### config.mk
export PLATFORM = sky130hd
export DESIGN_NAME = gpio_access_ctrl
export DESIGN_NICKNAME = d
export VERILOG_FILES = /design/src/rtl/gpio_access_ctrl.sv
export SDC_FILE = /design/constraint.sdc
export NUM_CORES = 1
export LEC_CHECK = 0
export BUFFER_PORTS_ARGS = -buffer_cell sky130_fd_sc_hd__buf_4
export CAP_MARGIN = 10
export CORE_ASPECT_RATIO = 1.75
export CORE_MARGIN = 8
export CORE_UTILIZATION = 45
export CTS_CLUSTER_DIAMETER = 200
export DETAILED_ROUTE_END_ITERATION = 7
export PLACE_DENSITY = 0.68
export SLEW_MARGIN = 20
export SYNTH_ARGS = -nofsm -noshare
export SYNTH_HDL_FRONTEND = slang
export SYNTH_SLANG_ARGS = --single-unit
### constraint.sdc
create_clock -name i_Clk -period 2.2 [get_ports i_Clk]
set_clock_uncertainty 0.2 [all_clocks]
set_input_delay 0 -clock i_Clk [delete_from_list [all_inputs] [get_ports i_Clk]]
set_output_delay 0 -clock i_Clk [all_outputs]
set_load 0.02 [all_outputs]
### src/rtl/gpio_access_ctrl.sv
// gpio_access_ctrl
// Two-requester arbiter and sequencer in front of a GPIO block. Each granted
// transaction runs IDLE -> EXEC -> ACK (three cycles). Shadow copies of the
// GPIO output and direction registers make SET/CLR/TOGGLE single atomic
// read-modify-write operations.

module gpio_access_ctrl #(
  parameter int WIDTH = 32
) (
  input  logic             i_Clk,
  input  logic             i_rst,
  input  logic             i_req0,
  input  logic [2:0]       i_op0,
  input  logic [WIDTH-1:0] i_data0,
  output logic             o_ack0,
  input  logic             i_req1,
  input  logic [2:0]       i_op1,
  input  logic [WIDTH-1:0] i_data1,
  output logic             o_ack1,
  output logic [WIDTH-1:0] o_rdata,
  output logic [WIDTH-1:0] o_DD,
  output logic             o_WEO,
  output logic             o_WER,
  input  logic [WIDTH-1:0] i_DIN,
  output logic             o_busy,
  output logic             o_gnt
);

  typedef enum logic [1:0] {
    ST_IDLE = 2'd0,
    ST_EXEC = 2'd1,
    ST_ACK  = 2'd2
  } state_e;

  typedef enum logic [2:0] {
    OP_WR_OUT  = 3'd0,
    OP_WR_DIR  = 3'd1,
    OP_SET_OUT = 3'd2,
    OP_CLR_OUT = 3'd3,
    OP_TGL_OUT = 3'd4,
    OP_RD_IN   = 3'd5,
    OP_RD_OUT  = 3'd6,
    OP_RD_DIR  = 3'd7
  } op_e;

  // Registered state
  state_e           state_q, state_d;
  logic             gnt_q, gnt_d;
  op_e              op_q, op_d;
  logic [WIDTH-1:0] out_sh_q, out_sh_d;
  logic [WIDTH-1:0] dir_sh_q, dir_sh_d;
  logic [WIDTH-1:0] dd_q, dd_d;
  logic             weo_q, weo_d;
  logic             wer_q, wer_d;
  logic             ack0_q, ack0_d;
  logic             ack1_q, ack1_d;
  logic [WIDTH-1:0] rdata_q, rdata_d;

  // Winner selection and the value it would write
  logic             win_sel;
  op_e              win_op;
  logic [WIDTH-1:0] win_data;
  logic [WIDTH-1:0] win_new_out;

  // Pick the winner: a lone request wins; on a tie the requester that was
  // not served last wins, so neither side can starve.
  always_comb begin
    win_sel = 1'b0;
    if (i_req0 && i_req1) begin
      win_sel = ~gnt_q;
    end else if (i_req1) begin
      win_sel = 1'b1;
    end
    win_op   = win_sel ? op_e'(i_op1) : op_e'(i_op0);
    win_data = win_sel ? i_data1 : i_data0;
  end

  // New output-register value for the winner, computed from the shadow so
  // the read-modify-write never has to read the GPIO block itself.
  always_comb begin
    win_new_out = out_sh_q;
    case (win_op)
      OP_WR_OUT:  win_new_out = win_data;
      OP_SET_OUT: win_new_out = out_sh_q | win_data;
      OP_CLR_OUT: win_new_out = out_sh_q & ~win_data;
      OP_TGL_OUT: win_new_out = out_sh_q ^ win_data;
      default:    win_new_out = out_sh_q;
    endcase
  end

  // Next-state and registered-output logic for the IDLE/EXEC/ACK sequence.
  // dd_q doubles as the latched write value: the shadow update at the end
  // of EXEC takes exactly what was driven to the GPIO block.
  always_comb begin
    state_d  = state_q;
    gnt_d    = gnt_q;
    op_d     = op_q;
    out_sh_d = out_sh_q;
    dir_sh_d = dir_sh_q;
    dd_d     = dd_q;
    weo_d    = 1'b0;
    wer_d    = 1'b0;
    ack0_d   = 1'b0;
    ack1_d   = 1'b0;
    rdata_d  = rdata_q;

    case (state_q)
      ST_IDLE: begin
        if (i_req0 || i_req1) begin
          gnt_d   = win_sel;
          op_d    = win_op;
          state_d = ST_EXEC;
          case (win_op)
            OP_WR_OUT, OP_SET_OUT, OP_CLR_OUT, OP_TGL_OUT: begin
              weo_d = 1'b1;
              dd_d  = win_new_out;
            end
            OP_WR_DIR: begin
              wer_d = 1'b1;
              dd_d  = win_data;
            end
            default: begin
              // reads leave the GPIO data bus untouched
            end
          endcase
        end
      end

      ST_EXEC: begin
        state_d = ST_ACK;
        ack0_d  = ~gnt_q;
        ack1_d  = gnt_q;
        rdata_d = '0;
        case (op_q)
          OP_WR_OUT, OP_SET_OUT, OP_CLR_OUT, OP_TGL_OUT: out_sh_d = dd_q;
          OP_WR_DIR: dir_sh_d = dd_q;
          OP_RD_IN:  rdata_d  = i_DIN;
          OP_RD_OUT: rdata_d  = out_sh_q;
          OP_RD_DIR: rdata_d  = dir_sh_q;
          default:   rdata_d  = '0;
        endcase
      end

      ST_ACK: begin
        state_d = ST_IDLE;
      end

      default: begin
        state_d = ST_IDLE;
      end
    endcase
  end

  // State register; reset drops any transaction in flight without an ack.
  always_ff @(posedge i_Clk) begin
    if (i_rst) begin
      state_q  <= ST_IDLE;
      gnt_q    <= 1'b1;
      op_q     <= OP_WR_OUT;
      out_sh_q <= '0;
      dir_sh_q <= '0;
      dd_q     <= '0;
      weo_q    <= 1'b0;
      wer_q    <= 1'b0;
      ack0_q   <= 1'b0;
      ack1_q   <= 1'b0;
      rdata_q  <= '0;
    end else begin
      state_q  <= state_d;
      gnt_q    <= gnt_d;
      op_q     <= op_d;
      out_sh_q <= out_sh_d;
      dir_sh_q <= dir_sh_d;
      dd_q     <= dd_d;
      weo_q    <= weo_d;
      wer_q    <= wer_d;
      ack0_q   <= ack0_d;
      ack1_q   <= ack1_d;
      rdata_q  <= rdata_d;
    end
  end

  assign o_ack0  = ack0_q;
  assign o_ack1  = ack1_q;
  assign o_rdata = rdata_q;
  assign o_DD    = dd_q;
  assign o_WEO   = weo_q;
  assign o_WER   = wer_q;
  assign o_gnt   = gnt_q;
  assign o_busy  = (state_q != ST_IDLE);

endmodule

==> metrics.md <==
| Metric | Value |
|---|---|
| CP max FO | `30` |
| Synth async-reset ratio | `0%` |
| Gate Count Post-Synth | `798` |
| Via density per instance | `5.889` |
| Final period utilization | `95.28%` |
| Placed inst area | `8517 µm²` |
| Most frequent cell after synthesis | `dfxtp_1` |
| Status | `completed` |
| Top_reg_cell synth | `dfxtp_1` |
| Core Region | `15390 µm²` |
| Largest net degree at the start of global routing | `58` |
| WL final | `24950 µm` |
| CTS Sinks | `138` |
| VDD IR max | `0.0005685 V` |
| CTS tree | `built` |
| Number of max-cap violations | `0` |
| Initial Util | `46.05%` |
| DRC | `0` |
| Port bufs | `175` |
| Unrepaired setup endpoints after global routing | `true` |
| Hold/Removal Path Class | `in2reg` |
| CTS Buf Count | `17` |
| Overall Global Routing Usage | `24.23%` |
| Area growth from synthesis to layout | `44.21%` |
| Power, Total | `0.007057 W` |
| Final Core Density | `66.41%` |
| H-tree depth | `4` |
| Syn Area/Cell | `8.881 µm²` |
| Area contributors post-synth | `dfxtp_1 39%, mux2_2 9.9%, o311ai_1 7.4%` |
| LEAKAGE | `3.938 nW` |
| CP Launch Type | `flop` |
| Post-synth EDFFs | `0` |
| IO Count | `176` |
| Die H | `182.0 µm` |
| Sequential area share after synthesis | `38.98%` |
| Clock-pin slew on the worst setup and hold paths | `60 ps` |
| Yosys reg bits | `138` |
| Achievable Freq | `0.4770 GHz` |
| Top cells by count, synth | `138 x dfxtp_1, 75 x nand2_1, 74 x nor2_1` |
| CTS max path bufs | `2` |
| Tmin final | `2096 ps` |
| DRT iter0 DRCs | `340` |
| TritonRoute pass-1 iters | `7` |
| Post-DP HPWL | `15460 µm` |
| Overflow after GRT | `0` |
| Share of the synthesized area in the top cell type | `38.98%` |
| Crit Path Class | `reg2reg` |
| Syn Nets | `904` |
| Setup bufs post-CTS | `0` |
| Final Setup Violations | `0` |
| Antenna Cells | `0` |
| Slew Viols, Final | `0` |
| Finished Cell Area | `10220 µm²` |
| Routability congestion estimate | `0.8170` |
| Worst-Skew Late Latency | `420 ps` |
| Arrival time worst endpoint | `2200 ps` |
| DIE AREA | `20180 µm²` |
| Antenna viol nets, final | `0` |
| Fillers | `1188` |
| CP Data Required Time | `2300 ps` |
| PwrDens | `690.5 nW/µm²` |
| Worst slew margin | `37.01%` |
| CTS root buf | `clkbuf_16` |
| Routed WL per cell | `19.98 µm` |
| Synth cell types | `48` |
| Yosys top cell by area | `dfxtp_1` |
| Synth warn | `0` |
| First-pass GRT wire length | `40160 µm` |
| Layout cells sized above 1 | `29.54%` |
| Hold Vio Cnt, Final | `0` |
| Die Span X | `110.9 µm` |
| Mapped Area | `7087 µm²` |
| Worst slew pin tran | `942.5 ps` |
| Vias in the first global route | `7598` |
| Row cnt | `60` |
| Vias | `7355` |
| NumNets Final | `1157` |
| Worst Setup End Kind | `flop` |
| Initial antenna violation count | `0` |
[worst max-delay path, cell delays in order (launching register included)]
cell and delay (ps):
dfxtp_1 320, nor2_2 220, inv_1 140, nor3_4 240
nand3_4 400, o311ai_1 450
[registers in the layout, indices dropped and copies added (netlist names)]
signal	count
op_q	3
out_sh_q	32
dir_sh_q	32
o_DD	32
o_ack0	1
o_WER	1
o_ack1	1
state_q	2
o_rdata	32
o_gnt	1
o_WEO	1
[placed cells by master, fill, tap and decap left out, types with 2 or more instances in the layout]
cell type,n
o21ai_0,3
a22o_1,32
dlygate4sd3_1,110
nor2_1,73
clkinv_4,3
a311oi_1,3
nand2_1,75
mux2_1,2
clkinv_2,2
inv_6,2
a21oi_1,35
nor3_4,2
dfxtp_1,136
mux2i_1,32
buf_12,3
nand2b_1,2
mux2_2,62
o311ai_1,60
clkinvlp_4,4
a22oi_1,32
bufinv_16,3
clkbuf_16,17
o211ai_1,32
nand3b_1,3
nor3_1,67
buf_4,201
nand3_1,5
nand4b_1,2
inv_1,33
[final timing paths]
path | end | cells past startpoint | startpoint | slack, ps
setup / recovery | o_DD[22] | 5 | state_q[1] | 100
hold / removal | o_WER | 5 | i_req1 | 110
setup reg to reg | o_DD[22] | 5 | state_q[1] | 100
hold reg to reg | dir_sh_q[8] | 2 | dir_sh_q[8] | 290
[power by group]
group / internal (W) / total [W] / switching [W]
combinational: 0.000678 / 0.00145 / 0.000770
sequential: 0.00259 / 0.00271 / 0.000118
clock: 0.00178 / 0.00290 / 0.00112
[per-stage QoR]
step | hold slack [ps] | setup TNS, ps | setup WS (ps) | instances
after CTS | 95.59 | 0 | 119.8 | 1249
after global routing | 127.8 | -7.044 | -3.540 | 1249
final | 106.8 | 0 | 103.8 | 1249
after floorplan | -43.97 | 0 | 296.1 | 798
after detailed placement | 118.8 | 0 | 168.3 | 1108
after global placement | 118.3 | 0 | 206.9 | 1108
[metal layers]
metal  part of all wire (%)  vias up  global-route usage [%]
met1                     38     3540                   26.09
met3                    5.8       57                   5.182
li1                       -     3469                       -
met2                     53      289                   43.49
met5                      0        -                       0
met4                    3.3        0                   11.96
[layout make-up]
| cell class | instances | area [µm²] | area share, % |
|---|---|---|---|
| clock buffer | 17 | 425.4 | 4.163 |
| clock inverter | 14 | 173.9 | 1.702 |
| inverter | 33 | 123.9 | 1.212 |
| multi-input combinational | 547 | 3826 | 37.44 |
| sequential | 138 | 2768 | 27.08 |
| tap | 186 | 232.7 | 2.277 |
| timing repair buffer | 314 | 2670 | 26.13 |
[repair_timing]
action,CTS,global route
endpoints found under the setup margin,0,12
endpoints found under the hold margin,83,0
hold buffers,110,0
gates resized for setup,0,1
[kinds of logic (layout without fill, tap and decap cells)]
logic type      count (synthesis)  after routing  synth area share [%]
simple gates                  240            240                 15.20
compound gates                209            209                 22.83
flops                         138            138                 38.98
buf+inv                       113            378                 7.768
mux                            98             98                 15.22
No activity file was read; power rests on OpenSTA's default activity.
